===== src/rtl/serial_subtractor_pkg.sv =====
// Shared definitions for the bit-serial subtractor: FSM state encoding.
package serial_subtractor_pkg;

    typedef enum logic [1:0] {
        S_IDLE  = 2'd0,
        S_SHIFT = 2'd1,
        S_DONE  = 2'd2
    } state_t;

endpackage


===== src/rtl/serial_subtractor_full_subtractor.sv =====
// One-bit full subtractor: d = a - b - bin, bout set when the step needs a borrow.
// Purely combinational, zero latency, no flow control.
module full_subtractor (
    input  logic a,
    input  logic b,
    input  logic bin,
    output logic d,
    output logic bout
);

    assign d    = a ^ b ^ bin;
    assign bout = (~a & b) | (~(a ^ b) & bin);

endmodule


===== src/rtl/serial_subtractor.sv =====
// Bit-serial two's-complement subtractor, diff = a - b, LSB first, one bit per clock.
// Latency WIDTH+1 cycles incl. accept; start is ignored while busy, accepted in IDLE or DONE.
module serial_subtractor
    import serial_subtractor_pkg::*;
#(
    parameter int WIDTH = 8
) (
    input  logic             clk,
    input  logic             reset,
    input  logic             start,
    input  logic [WIDTH-1:0] a,
    input  logic [WIDTH-1:0] b,
    output logic             busy,
    output logic             done,
    output logic [WIDTH-1:0] diff,
    output logic             borrow_out
);

    localparam int CW = $clog2(WIDTH) + 1;

    state_t           state;
    state_t           state_nxt;
    logic [WIDTH-1:0] a_sr;
    logic [WIDTH-1:0] b_sr;
    logic [WIDTH-1:0] res_sr;
    logic             bin_q;
    logic [CW-1:0]    cnt;
    logic             d_bit;
    logic             bo_bit;
    logic             load;
    logic             step;
    logic             last;

    full_subtractor u_fs (
        .a    (a_sr[0]),
        .b    (b_sr[0]),
        .bin  (bin_q),
        .d    (d_bit),
        .bout (bo_bit)
    );

    assign last = (cnt == CW'(WIDTH - 1));

    always_ff @(posedge clk or posedge reset) begin
        if (reset) begin
            state <= S_IDLE;
        end else begin
            state <= state_nxt;
        end
    end

    always_comb begin
        state_nxt = state;
        busy      = 1'b0;
        done      = 1'b0;
        load      = 1'b0;
        step      = 1'b0;
        case (state)
            S_IDLE: begin
                if (start) begin
                    load      = 1'b1;
                    state_nxt = S_SHIFT;
                end
            end
            S_SHIFT: begin
                busy = 1'b1;
                step = 1'b1;
                if (last) begin
                    state_nxt = S_DONE;
                end
            end
            S_DONE: begin
                done = 1'b1;
                if (start) begin
                    load      = 1'b1;
                    state_nxt = S_SHIFT;
                end else begin
                    state_nxt = S_IDLE;
                end
            end
            default: state_nxt = S_IDLE;
        endcase
    end

    // Result bits enter at the MSB so after WIDTH steps the LSB has reached bit 0.
    always_ff @(posedge clk or posedge reset) begin
        if (reset) begin
            a_sr       <= '0;
            b_sr       <= '0;
            res_sr     <= '0;
            bin_q      <= 1'b0;
            cnt        <= '0;
            diff       <= '0;
            borrow_out <= 1'b0;
        end else if (load) begin
            a_sr   <= a;
            b_sr   <= b;
            res_sr <= '0;
            bin_q  <= 1'b0;
            cnt    <= '0;
        end else if (step) begin
            a_sr   <= a_sr >> 1;
            b_sr   <= b_sr >> 1;
            res_sr <= {d_bit, res_sr[WIDTH-1:1]};
            bin_q  <= bo_bit;
            cnt    <= cnt + CW'(1);
            if (last) begin
                diff       <= {d_bit, res_sr[WIDTH-1:1]};
                borrow_out <= bo_bit;
            end
        end
    end

endmodule


===== config.mk =====
export PLATFORM = sky130hd
export DESIGN_NAME = serial_subtractor
export DESIGN_NICKNAME = d
export VERILOG_FILES = /design/src/rtl/serial_subtractor_pkg.sv /design/src/rtl/serial_subtractor_full_subtractor.sv /design/src/rtl/serial_subtractor.sv
export SDC_FILE = /design/constraint.sdc
export NUM_CORES = 1
export LEC_CHECK = 0
export BUFFER_PORTS_ARGS = -buffer_cell sky130_fd_sc_hd__buf_2
export CORE_ASPECT_RATIO = 1.25
export CORE_MARGIN = 4
export CORE_UTILIZATION = 54
export CTS_CLUSTER_DIAMETER = 60
export DETAILED_ROUTE_END_ITERATION = 16
export GPL_TIMING_DRIVEN = 0
export PLACE_DENSITY = 0.9
export RECOVER_POWER = 25
export SKIP_CTS_REPAIR_TIMING = 1
export SLEW_MARGIN = 20
export SYNTH_ARGS = -nofsm -noshare
export SYNTH_HDL_FRONTEND = slang
export SYNTH_SLANG_ARGS = --single-unit

===== constraint.sdc =====
create_clock -name clk -period 1.95 [get_ports clk]
set_input_delay 0.0975 -clock clk [delete_from_list [all_inputs] [get_ports clk]]
set_output_delay 0.0975 -clock clk [all_outputs]
set_load 0.02 [all_outputs]

==> run_results.csv <==
group,metric,value,unit
pwr,seq_power_share,0.443,
worst_hold_path,hold_path_class,"in2reg",
pwr,p_leak,0.000974,uW
cts,cts_buffers,5,
synthesis,yosysTopAreaCell,"dfrtp_1",
layout,multi_input_area,569,sq um
die,pin_count,30,
synthesis,yosysSeqAreaShare,0.606,
pwr,power.switching,1230,uW
cts,tritoncts,"built",
sta,tightest_slew,1.40,ns
cts,htreeDepth,2,
pwr,comb_power_share,0.412,
sta,fin_crit_sh,0.905,
synthesis,synth_top_area_frac,0.606,
pwr,p_sw_frac,0.387,
die,die_area,3930,sq um
sta,finalSetupViolCount,0,
global_routing,grt_pass1_vias,1208,
die,initial_core_util,0.584,
pwr,power.internal,1940,uW
synthesis,synth_common_cells,"dfrtp_1 (39), nand2_1 (16), nand3_1 (14)",
placement,port_buffers,29,
cts,clk_latency,0.35,ns
pwr,clkPwrFrac,0.146,
cts,clk_pin_slew_worst_paths,0.10,ns
die,die_y,69.1,um
worst_setup_path,worstSetupPathType,"reg2out",
sta,slew_viol_final,0,
layout,finalCoreUtilization,0.728,
worst_setup_path,critical_path_arrival,1.67,ns
layout,fin_nets,205,
global_routing,grt_max_degree,40,
sta,rsz0062_at_grt,"false",
synthesis,synth_nets,154,
die,core_area,2760,sq um
sta,period_minus_slack,1.76,ns
job,maxCapViolations,0,
synthesis,ys_types,24,
synthesis,synthArstFlopShare,1.00,
drt,drtIter0Drc,29,
sta,relSlewSlack,0.0656,
cts,cts.sink_count,39,
sta,hold_violations,1,
synthesis,syn_inst,133,
drt,via_per_inst,5.68,
placement,gp_congestion,0.777,
layout,drive_above_1_share,0.238,
sta,fin_setup_tns,0,ns
drt,dr.pass1.iters,4,
synthesis,syn_area,1610,sq um
worst_setup_path,cp.required,1.85,ns
drt,drc,0,
drt,final_antenna_net_count,0,
drt,wl_per_cell,16.3,um
layout,register_area,976,sq um
sta,fin_hold_ws,-0.00172,ns
synthesis,synth.most_common_cell,"dfrtp_1",
cts,clockRootBuffer,"clkbuf_4",
die,placementRows,21,
pwr,power,3170,uW
drt,num_vias,1243,
cts,clk_path_buf_depth,2,
pwr,powerDensity,1580,nW/um^2
sta,fmax,567,MHz
worst_setup_path,crit_fanout,10,
sta,skew,0.00378,ns
synthesis,ys_ff_latch,39,
run_status,status,"complete, but fails checks",
run_status,violations,"negative hold slack",
placement,hpwlAfterDp,2200,um
layout,syn_to_final_growth,24.7,%
die,fp.dieW,56.8,um
global_routing,antenna_found_initial,0,
layout,fillers,191,
synthesis,syn_area_per_cell,12.1,sq um
global_routing,grt_pass1_wl,5320,um
synthesis,synth_edf_count,0,
synthesis,synth_area_leaders,"dfrtp_1 (61%), a22oi_1 (6.1%), a22o_1 (6.0%)",
worst_setup_path,crit_path_end_kind,"output pin",
global_routing,grt_overflow,0,
worst_setup_path,critPathLaunchType,"flip-flop",
drt,drt-total-wl,3570,um
layout,antenna-diode-count,0,
synthesis,synth_ff_type,"dfrtp_1",
synthesis,synth_warnings,0,
global_routing,grt_use_total,0.175,
pwr,vdd_drop_max,978,uV
[cell type report]
type                            count  share of cell area
Clock buffer                        8              0.0343
Tap cell                           34              0.0212
Sequential cell                    39               0.486
Buffer                              9              0.0231
Multi-Input combinational cell     80               0.283
Inverter                            5             0.00935
Timing Repair Buffer               44               0.143
[layout by cell type, fill, tap and decap left out]
| cell type | instances |
|---|---|
| o21ai_0 | 2 |
| inv_2 | 1 |
| clkbuf_4 | 5 |
| buf_2 | 26 |
| nor3_1 | 1 |
| ha_1 | 1 |
| mux2_2 | 8 |
| nor2b_1 | 2 |
| a22o_1 | 11 |
| a22oi_1 | 13 |
| and2b_1 | 1 |
| nand4_1 | 1 |
| nand2_1 | 16 |
| nor3_4 | 1 |
| a221o_1 | 1 |
| nor2_1 | 1 |
| clkbuf_1 | 12 |
| nand3_1 | 14 |
| clkbuf_8 | 2 |
| buf_6 | 1 |
| inv_1 | 4 |
| o2bb2ai_1 | 1 |
| fa_1 | 1 |
| dlygate4sd3_1 | 15 |
| nand2b_1 | 2 |
| mux2i_1 | 3 |
| dfrtp_1 | 39 |
[cell families after synthesis]
kind of cell             share of synthesized area
AND/OR/NAND/NOR                              0.120
adder cells (fa/ha/maj)                     0.0202
multiplexers                                0.0746
flip-flops                                   0.606
buffers and inverters                       0.0404
AO/OA/AOI/OAI                                0.138
[per-stage QoR]
stage | instance area, sq um | hold WS, ns | setup slack [ns] | cells
2_1_floorplan | 1610 | 0.226 | 0.482 | 133
3_3_place_gp | 1800 | 0.314 | 0.339 | 196
3_5_place_dp | 1800 | 0.279 | 0.309 | 196
4_1_cts | 1870 | -0.0957 | 0.215 | 204
5_1_grt | 2010 | 0.0131 | 0.112 | 219
6_report | 2010 | -0.00172 | 0.186 | 219
[state kept, by name (all words and copies together), names as in the netlist]
register    flops
a_sr            8
b_sr            8
diff            8
res_sr          7
cnt             4
state           2
bin_q           1
borrow_out      1
[power groups by stage]
stage,clock network [uW],logic (uW),registers [uW]
2_1_floorplan,0,852,1470
3_3_place_gp,0,1230,1380
3_5_place_dp,0,1280,1410
4_1_cts,465,1280,1390
5_1_grt,509,1440,1450
6_report,462,1300,1400
[critical path, stage by stage (launching register included)]
cell	delay, ns
dfrtp_1	0.39
nand2b_1	0.16
buf_6	0.15
inv_2	0.15
buf_2	0.26
buf_2	0.21
[metal layers]
metal | part of all wire | GRT usage | wire [um]
met5 | 0 | 0 | 0
met4 | 0.024 | 0.0696 | 87
met3 | 0.060 | 0.0597 | 214
met2 | 0.54 | 0.288 | 1920
met1 | 0.38 | 0.208 | 1340
[worst paths after layout]
path | start | endpoint | slack (ns) | depth (start not counted)
worst min register to register | diff[1] | diff[1] | 0.51 | 1
worst max register to register | state[1] | diff[4] | 0.28 | 4
worst max-delay path | state[1] | busy | 0.19 | 5
worst min-delay path | b[6] | b_sr[6] | -0.002 | 3
min in group asynchronous | reset | borrow_out | 0.69 | 3
max in group asynchronous | reset | res_sr[6] | 0.44 | 3
Power figures use the tool's default switching activity.
